**config.mk**
```make
export PLATFORM = sky130hd
export DESIGN_NAME = label_vote_filter
export DESIGN_NICKNAME = d
export VERILOG_FILES = /design/src/rtl/label_vote_filter.sv
export SDC_FILE = /design/constraint.sdc
export NUM_CORES = 1
export LEC_CHECK = 0
export ABC_AREA = 1
export CORE_ASPECT_RATIO = 1.1
export CORE_MARGIN = 2
export CORE_UTILIZATION = 59
export DETAILED_ROUTE_END_ITERATION = 8
export PLACE_DENSITY = 0.94
export SLEW_MARGIN = 20
export SYNTH_ARGS = -nofsm -noshare
export SYNTH_HDL_FRONTEND = slang
export SYNTH_SLANG_ARGS = --single-unit
```
**constraint.sdc**
```tcl
create_clock -name Clk_CI -period 10.7 [get_ports Clk_CI]
set_input_delay 1.07 -clock Clk_CI [delete_from_list [all_inputs] [get_ports Clk_CI]]
set_output_delay 1.07 -clock Clk_CI [all_outputs]
set_load 0.005 [all_outputs]
```
**src/rtl/label_vote_filter.sv**
```systemverilog
// rtl/label_vote_filter.sv - sliding-window majority vote over per-inference A/V labels
module label_vote_filter #(
    parameter int CLASSES        = 2,
    parameter int LABEL_WIDTH    = 1,
    parameter int DISTANCE_WIDTH = 11,
    parameter int WINDOW         = 5,
    parameter int DIST_THRESHOLD = 600,
    parameter int VOTE_WIDTH     = $clog2(WINDOW + 1)
) (
    input  logic                      Clk_CI,
    input  logic                      Reset_RI,
    input  logic                      ValidIn_SI,
    output logic                      ReadyOut_SO,
    input  logic [LABEL_WIDTH-1:0]    LabelIn_A_DI,
    input  logic [LABEL_WIDTH-1:0]    LabelIn_V_DI,
    input  logic [DISTANCE_WIDTH-1:0] DistanceIn_A_DI,
    input  logic [DISTANCE_WIDTH-1:0] DistanceIn_V_DI,
    input  logic                      Clear_SI,
    input  logic                      ReadyIn_SI,
    output logic                      ValidOut_SO,
    output logic [LABEL_WIDTH-1:0]    LabelOut_A_DO,
    output logic [LABEL_WIDTH-1:0]    LabelOut_V_DO,
    output logic [VOTE_WIDTH-1:0]     VotesOut_A_DO,
    output logic [VOTE_WIDTH-1:0]     VotesOut_V_DO
);

    localparam logic [DISTANCE_WIDTH-1:0] THRESHOLD  = DISTANCE_WIDTH'(DIST_THRESHOLD);
    localparam logic [LABEL_WIDTH-1:0]    LAST_CLASS = LABEL_WIDTH'(CLASSES - 1);

    typedef enum logic [1:0] {
        ST_IDLE   = 2'd0,
        ST_VOTE   = 2'd1,
        ST_OUTPUT = 2'd2
    } state_t;

    typedef logic [WINDOW-1:0][LABEL_WIDTH-1:0] labelWin_t;
    typedef logic [WINDOW-1:0]                  voteWin_t;

    state_t                  state;
    logic                    accept;
    logic                    sampleVoteA;
    logic                    sampleVoteV;

    labelWin_t               winLabelA;
    labelWin_t               winLabelV;
    voteWin_t                winVoteA;
    voteWin_t                winVoteV;

    // The class counter only ever holds 0..CLASSES-1, so window labels at or
    // above CLASSES can never compare equal to it and never collect votes.
    logic [LABEL_WIDTH-1:0]  classCnt;

    logic [VOTE_WIDTH-1:0]   bestCountA;
    logic [VOTE_WIDTH-1:0]   bestCountV;
    logic [LABEL_WIDTH-1:0]  bestLabelA;
    logic [LABEL_WIDTH-1:0]  bestLabelV;

    logic [VOTE_WIDTH-1:0]   countA;
    logic [VOTE_WIDTH-1:0]   countV;
    logic [VOTE_WIDTH-1:0]   candCountA;
    logic [VOTE_WIDTH-1:0]   candCountV;
    logic [LABEL_WIDTH-1:0]  candLabelA;
    logic [LABEL_WIDTH-1:0]  candLabelV;

    // Number of voting slots in one window whose label equals the class under test.
    function automatic logic [VOTE_WIDTH-1:0] countVotes(
        input labelWin_t              labels,
        input voteWin_t               votes,
        input logic [LABEL_WIDTH-1:0] cls
    );
        logic [VOTE_WIDTH-1:0] n;
        n = '0;
        for (int i = 0; i < WINDOW; i++) begin
            if (votes[i] && (labels[i] == cls)) begin
                n = n + VOTE_WIDTH'(1);
            end
        end
        return n;
    endfunction

    assign accept      = (state == ST_IDLE) && ValidIn_SI;
    assign sampleVoteA = (DistanceIn_A_DI <= THRESHOLD);
    assign sampleVoteV = (DistanceIn_V_DI <= THRESHOLD);

    // Shift both windows on accept; clear wipes every slot, and when it lands
    // on an accept the new sample survives alone in slot 0.
    always_ff @(posedge Clk_CI) begin
        if (Reset_RI) begin
            winLabelA <= '0;
            winLabelV <= '0;
            winVoteA  <= '0;
            winVoteV  <= '0;
        end else if (accept) begin
            winLabelA[0] <= LabelIn_A_DI;
            winLabelV[0] <= LabelIn_V_DI;
            winVoteA[0]  <= sampleVoteA;
            winVoteV[0]  <= sampleVoteV;
            for (int i = 1; i < WINDOW; i++) begin
                winLabelA[i] <= Clear_SI ? '0   : winLabelA[i-1];
                winLabelV[i] <= Clear_SI ? '0   : winLabelV[i-1];
                winVoteA[i]  <= Clear_SI ? 1'b0 : winVoteA[i-1];
                winVoteV[i]  <= Clear_SI ? 1'b0 : winVoteV[i-1];
            end
        end else if (Clear_SI) begin
            winLabelA <= '0;
            winLabelV <= '0;
            winVoteA  <= '0;
            winVoteV  <= '0;
        end
    end

    // Votes for the current class and the running best; strict compare keeps ties on the lower class.
    always_comb begin
        countA     = countVotes(winLabelA, winVoteA, classCnt);
        countV     = countVotes(winLabelV, winVoteV, classCnt);
        candCountA = bestCountA;
        candLabelA = bestLabelA;
        candCountV = bestCountV;
        candLabelV = bestLabelV;
        if (countA > bestCountA) begin
            candCountA = countA;
            candLabelA = classCnt;
        end
        if (countV > bestCountV) begin
            candCountV = countV;
            candLabelV = classCnt;
        end
    end

    // Control FSM: accept in IDLE, scan one class per cycle in VOTE, hold the result in OUTPUT.
    always_ff @(posedge Clk_CI) begin
        if (Reset_RI) begin
            state         <= ST_IDLE;
            classCnt      <= '0;
            bestCountA    <= '0;
            bestCountV    <= '0;
            bestLabelA    <= '0;
            bestLabelV    <= '0;
            LabelOut_A_DO <= '0;
            LabelOut_V_DO <= '0;
            VotesOut_A_DO <= '0;
            VotesOut_V_DO <= '0;
            ValidOut_SO   <= 1'b0;
            ReadyOut_SO   <= 1'b1;
        end else begin
            case (state)
                ST_IDLE: begin
                    if (ValidIn_SI) begin
                        state       <= ST_VOTE;
                        ReadyOut_SO <= 1'b0;
                        classCnt    <= '0;
                        bestCountA  <= '0;
                        bestCountV  <= '0;
                        // Seeding with the held label makes an all-silent window keep its previous answer.
                        bestLabelA  <= LabelOut_A_DO;
                        bestLabelV  <= LabelOut_V_DO;
                    end
                end
                ST_VOTE: begin
                    bestCountA <= candCountA;
                    bestCountV <= candCountV;
                    bestLabelA <= candLabelA;
                    bestLabelV <= candLabelV;
                    classCnt   <= classCnt + LABEL_WIDTH'(1);
                    if (classCnt == LAST_CLASS) begin
                        LabelOut_A_DO <= candLabelA;
                        LabelOut_V_DO <= candLabelV;
                        VotesOut_A_DO <= candCountA;
                        VotesOut_V_DO <= candCountV;
                        ValidOut_SO   <= 1'b1;
                        state         <= ST_OUTPUT;
                    end
                end
                ST_OUTPUT: begin
                    if (ReadyIn_SI) begin
                        state       <= ST_IDLE;
                        ValidOut_SO <= 1'b0;
                        ReadyOut_SO <= 1'b1;
                    end
                end
                default: begin
                    state       <= ST_IDLE;
                    ValidOut_SO <= 1'b0;
                    ReadyOut_SO <= 1'b1;
                end
            endcase
        end
    end

endmodule

```
==> summary by stage <==
Drt
In the routed layout, each cell is associated on average with a via count of 5.521. In the routed design, unresolved DRC markers number 0. The number of search-and-repair iterations in the first detailed-routing pass is 5. The routed wire length per instance is 13.25 um.

The total vias in the final route is 2,672. The number of nets with antenna violations after routing is 0. The initial DRC count is 128.

The routed design has 6415 um of wire.

Outcome
The flow ran to the end, and the final reports show no timing, DRC or antenna violations.

Clock network
The count of instances resized after the clock tree is built is 0. The CTS tree is built. The worst-case clock buffer depth is 2. The number of buffers inserted during clock tree synthesis is 5. The post-CTS setup repair buffer count is 0. The cell sitting at the root of the clock tree is a clkbuf_8.

At the later pin of the worst-skew pair, clock insertion delay measures 300 ps. Clock-pin slew was measured on the worst setup and hold paths at 80 ps. The clock tree synthesis step divided the H-tree into 2 levels.

The number of buffers inserted for hold repair after clock tree synthesis is 0. Clock tree synthesis found a total of 41 sinks.

Worst setup path
The end of the worst register-to-register path is VotesOut_V_DO[0]$_SDFFE_PP0P_. The startpoint identified for the worst register-to-register timing path is classCnt$_SDFFE_PP0P_. Setup slack on the worst reg-to-reg path comes out at 6410 ps.

Of all nets on the critical path, the largest fanout is 14. The nature of the critical path endpoint is a register. Data on the critical path is required at its endpoint by 10,910 ps. The arrival time at the worst endpoint is 4500 ps. The critical path is of the reg -> reg type. The worst setup path is launched from a register. Measured in cells, the most critical reg-to-reg path has a length of 26.

Timing
The maximum operating frequency is 0.2330 GHz. The post-layout minimum cycle time is 4292 ps. The worst clock skew on the final layout is 7.404 ps. The final critical-path setup slack is 6408 ps. The final number of max-transition violations came to 0.

The total negative slack for setup checks is 0 ps. Setup repair after global routing left no endpoint under its margin. The worst relative slew slack is 0.3854. At the pin with the least slew margin, the transition time is 918.5 ps. Dividing the final minimum period by the clock period gives 0.4011. The number of hold violations in the final report is 0. Setup violations remaining at the end of the flow were counted as 0.

Placement
The number of I/O port buffers is 38. At the end of routability-driven placement, the weighted congestion stood at 0.9154. Before CTS, the worst setup slack after placement is 6599 ps.

The placed instances occupy a cell area of 2989 um^2. The wire-length estimate of the detail-placed layout is 4696 um.

Synth
The Yosys step of the flow raised 0 warnings. In this run the cell area of the synthesized design comes to 2611 um^2. Counting distinct cell types in the post-synthesis netlist gives 29. In this run, synthesis inferred 0 flip-flops with an integrated enable. The total nets after synthesis is 439.

The cell count after synthesis came out at 396. The flip-flop and latch count after synthesis is 41. The share of synthesized registers carrying an async set or reset is 0. The post-synthesis average cell area is 6.594 um^2. Among all flip-flop cells after synthesis, the most frequent one is dfxtp_1. The share of the Yosys chip area taken by registers is 0.3143.

Global routing
The number of antenna violations at the first check in global routing is 0. The number of global-route vias before repair is 2,539. The global-route wire length before repair is 10,660 um. Across every metal layer, demand over resource in global routing totals 0.2811. Entering global routing, the biggest net connects 26 pins.

The total overflow reported by the global router is 0.

Power and ir drop
In this run the power density over the cells is 120.7 nW/um^2. The design draws 377.0 uW. IR analysis of the VDD net gives a maximum drop of 0.1107 mV. The analysis attributes to cell leakage a power of 0.001395 uW.

Hold path
The hold-critical path endpoint is bestCountV[1]$_SDFFE_PP0P_. In this run the most critical hold path is launched from bestCountV[1]$_SDFFE_PP0P_. The worst hold path passes through 2 cells. The worst hold path belongs to the class reg -> reg.

Layout
Leaving out fill and tap cells, the most frequent cell in the layout is nand2_1. The area growth from synthesis to layout is 19.60%. Of the cells placed in the final design, the portion with a size suffix greater than 1 is 0.1000.

The number of nets at the end of the flow is 472. The repair_antennas step left the layout with diodes totalling 0. After routing the design area is 3123 um^2. The top cell types in the final layout, fill and taps aside, are nand2_1, inv_1, dfxtp_1.

Floorplanning
The die footprint is 4975 um^2. After floorplanning, the core was divided into 25 placement rows. The region available for standard cell placement spans 4285 um^2. 39 I/O pins were placed. Measured along the x axis, the die boundary spans 67.43 um. The initial utilization of the core area, before any placement, comes to 0.6093. The height of the chip is 73.78 um.

Flow run
The number of max-cap violations is 0.
-- how the worst max path moves through the flow --
stage / startpoint / end / cells past startpoint
floorplan: classCnt$_SDFFE_PP0P_ / VotesOut_A_DO[0]$_SDFFE_PP0P_ / 28
global placement: classCnt$_SDFFE_PP0P_ / VotesOut_V_DO[0]$_SDFFE_PP0P_ / 27
global route: classCnt$_SDFFE_PP0P_ / VotesOut_V_DO[0]$_SDFFE_PP0P_ / 26
detailed placement: classCnt$_SDFFE_PP0P_ / VotesOut_V_DO[0]$_SDFFE_PP0P_ / 27
CTS: classCnt$_SDFFE_PP0P_ / VotesOut_V_DO[0]$_SDFFE_PP0P_ / 26
finish: classCnt$_SDFFE_PP0P_ / VotesOut_V_DO[0]$_SDFFE_PP0P_ / 26
-- critical path, stage by stage (launching register included) --
cell	delay [ps]
dfxtp_1	570
inv_2	230
nor2_1	160
nor3_1	90
ha_1	320
nand4_1	170
nand2_1	170
inv_1	60
ha_1	280
nor2_1	60
a31oi_1	150
ha_1	180
inv_1	80
nor2_4	130
inv_1	50
nand2_1	80
nand2_1	60
ha_1	300
a21oi_1	180
nand2_1	120
nand2_1	150
inv_1	80
or2_2	290
nand2_1	70
nand2_1	50
nand2_1	80
inv_1	30
-- final cells by class --
class,instances,area [um^2]
multi-input cells,285,1499
fillers,280,1162
inverters,57,214.0
clock inverters,3,65.06
flip-flops and latches,41,820.8
clock buffers,5,68.82
repair buffers,39,387.9
well taps,54,67.56
-- metrics by stage --
stage | hold slack, ps | instances | utilization
detailed placement | 464.6 | 476 | 0.6975
global placement | 445.0 | 476 | 0.6975
floorplan | 443.5 | 396 | -
global route | 484.6 | 484 | 0.7288
finish | 475.6 | 484 | 0.7288
CTS | 477.1 | 484 | 0.7288
-- per-layer routing --
layer,wire length (um),up-vias,global-route usage
li1,-,1330,-
met1,2495,1174,0.3046
met2,3144,138,0.4939
met3,510,30,0.06126
met4,265,0,0.1678
met5,0,-,0
-- sequential cells by signal (all words and copies together), names as in the netlist --
| register | flops |
|---|---|
| winVoteA | 5 |
| winVoteV | 5 |
| bestCountV | 3 |
| ValidOut_SO | 1 |
| bestLabelV | 1 |
| ReadyOut_SO | 1 |
| VotesOut_V_DO | 3 |
| state | 2 |
| winLabelV | 5 |
| bestCountA | 3 |
| classCnt | 1 |
| VotesOut_A_DO | 3 |
| winLabelA | 5 |
| LabelOut_A_DO | 1 |
| bestLabelA | 1 |
| LabelOut_V_DO | 1 |
-- synthesized netlist by cell type (3+ instances only) --
cell,instances,area [um^2]
ha_1,14,175.2
nand2_2,7,43.79
a21oi_1,28,140.1
nand3_1,32,160.2
nand2_1,93,349.1
clkbuf_1,6,22.52
o21ai_1,6,30.03
or2_2,4,25.02
o21a_1,5,37.54
nand3_2,10,100.1
nor2_1,40,150.1
dfxtp_1,41,820.8
a21oi_2,4,35.03
nand4_1,4,25.02
nor2_2,6,37.54
buf_4,3,22.52
o21ai_0,14,70.07
nor3_1,6,30.03
inv_1,55,206.5
-- power by group --
group / switching, uW / total (uW) / leakage [uW] / internal [uW]
clock: 54.9 / 148 / 0.0000681 / 92.7
combinational: 38.7 / 65.9 / 0.000993 / 27.2
sequential: 4.93 / 163 / 0.000333 / 159
-- cells by family (layout without fill, tap and decap cells) --
| kind of cell | after synthesis | in the layout | synth area share |
|---|---|---|---|
| AO/OA/AOI/OAI | 61 | 61 | 0.1303 |
| adder cells (fa/ha/maj) | 14 | 14 | 0.06708 |
| buffers and inverters | 70 | 104 | 0.1116 |
| flip-flops | 41 | 41 | 0.3143 |
| AND/OR/NAND/NOR | 210 | 210 | 0.3766 |
Note: power is estimated with default switching activity, not from simulation.
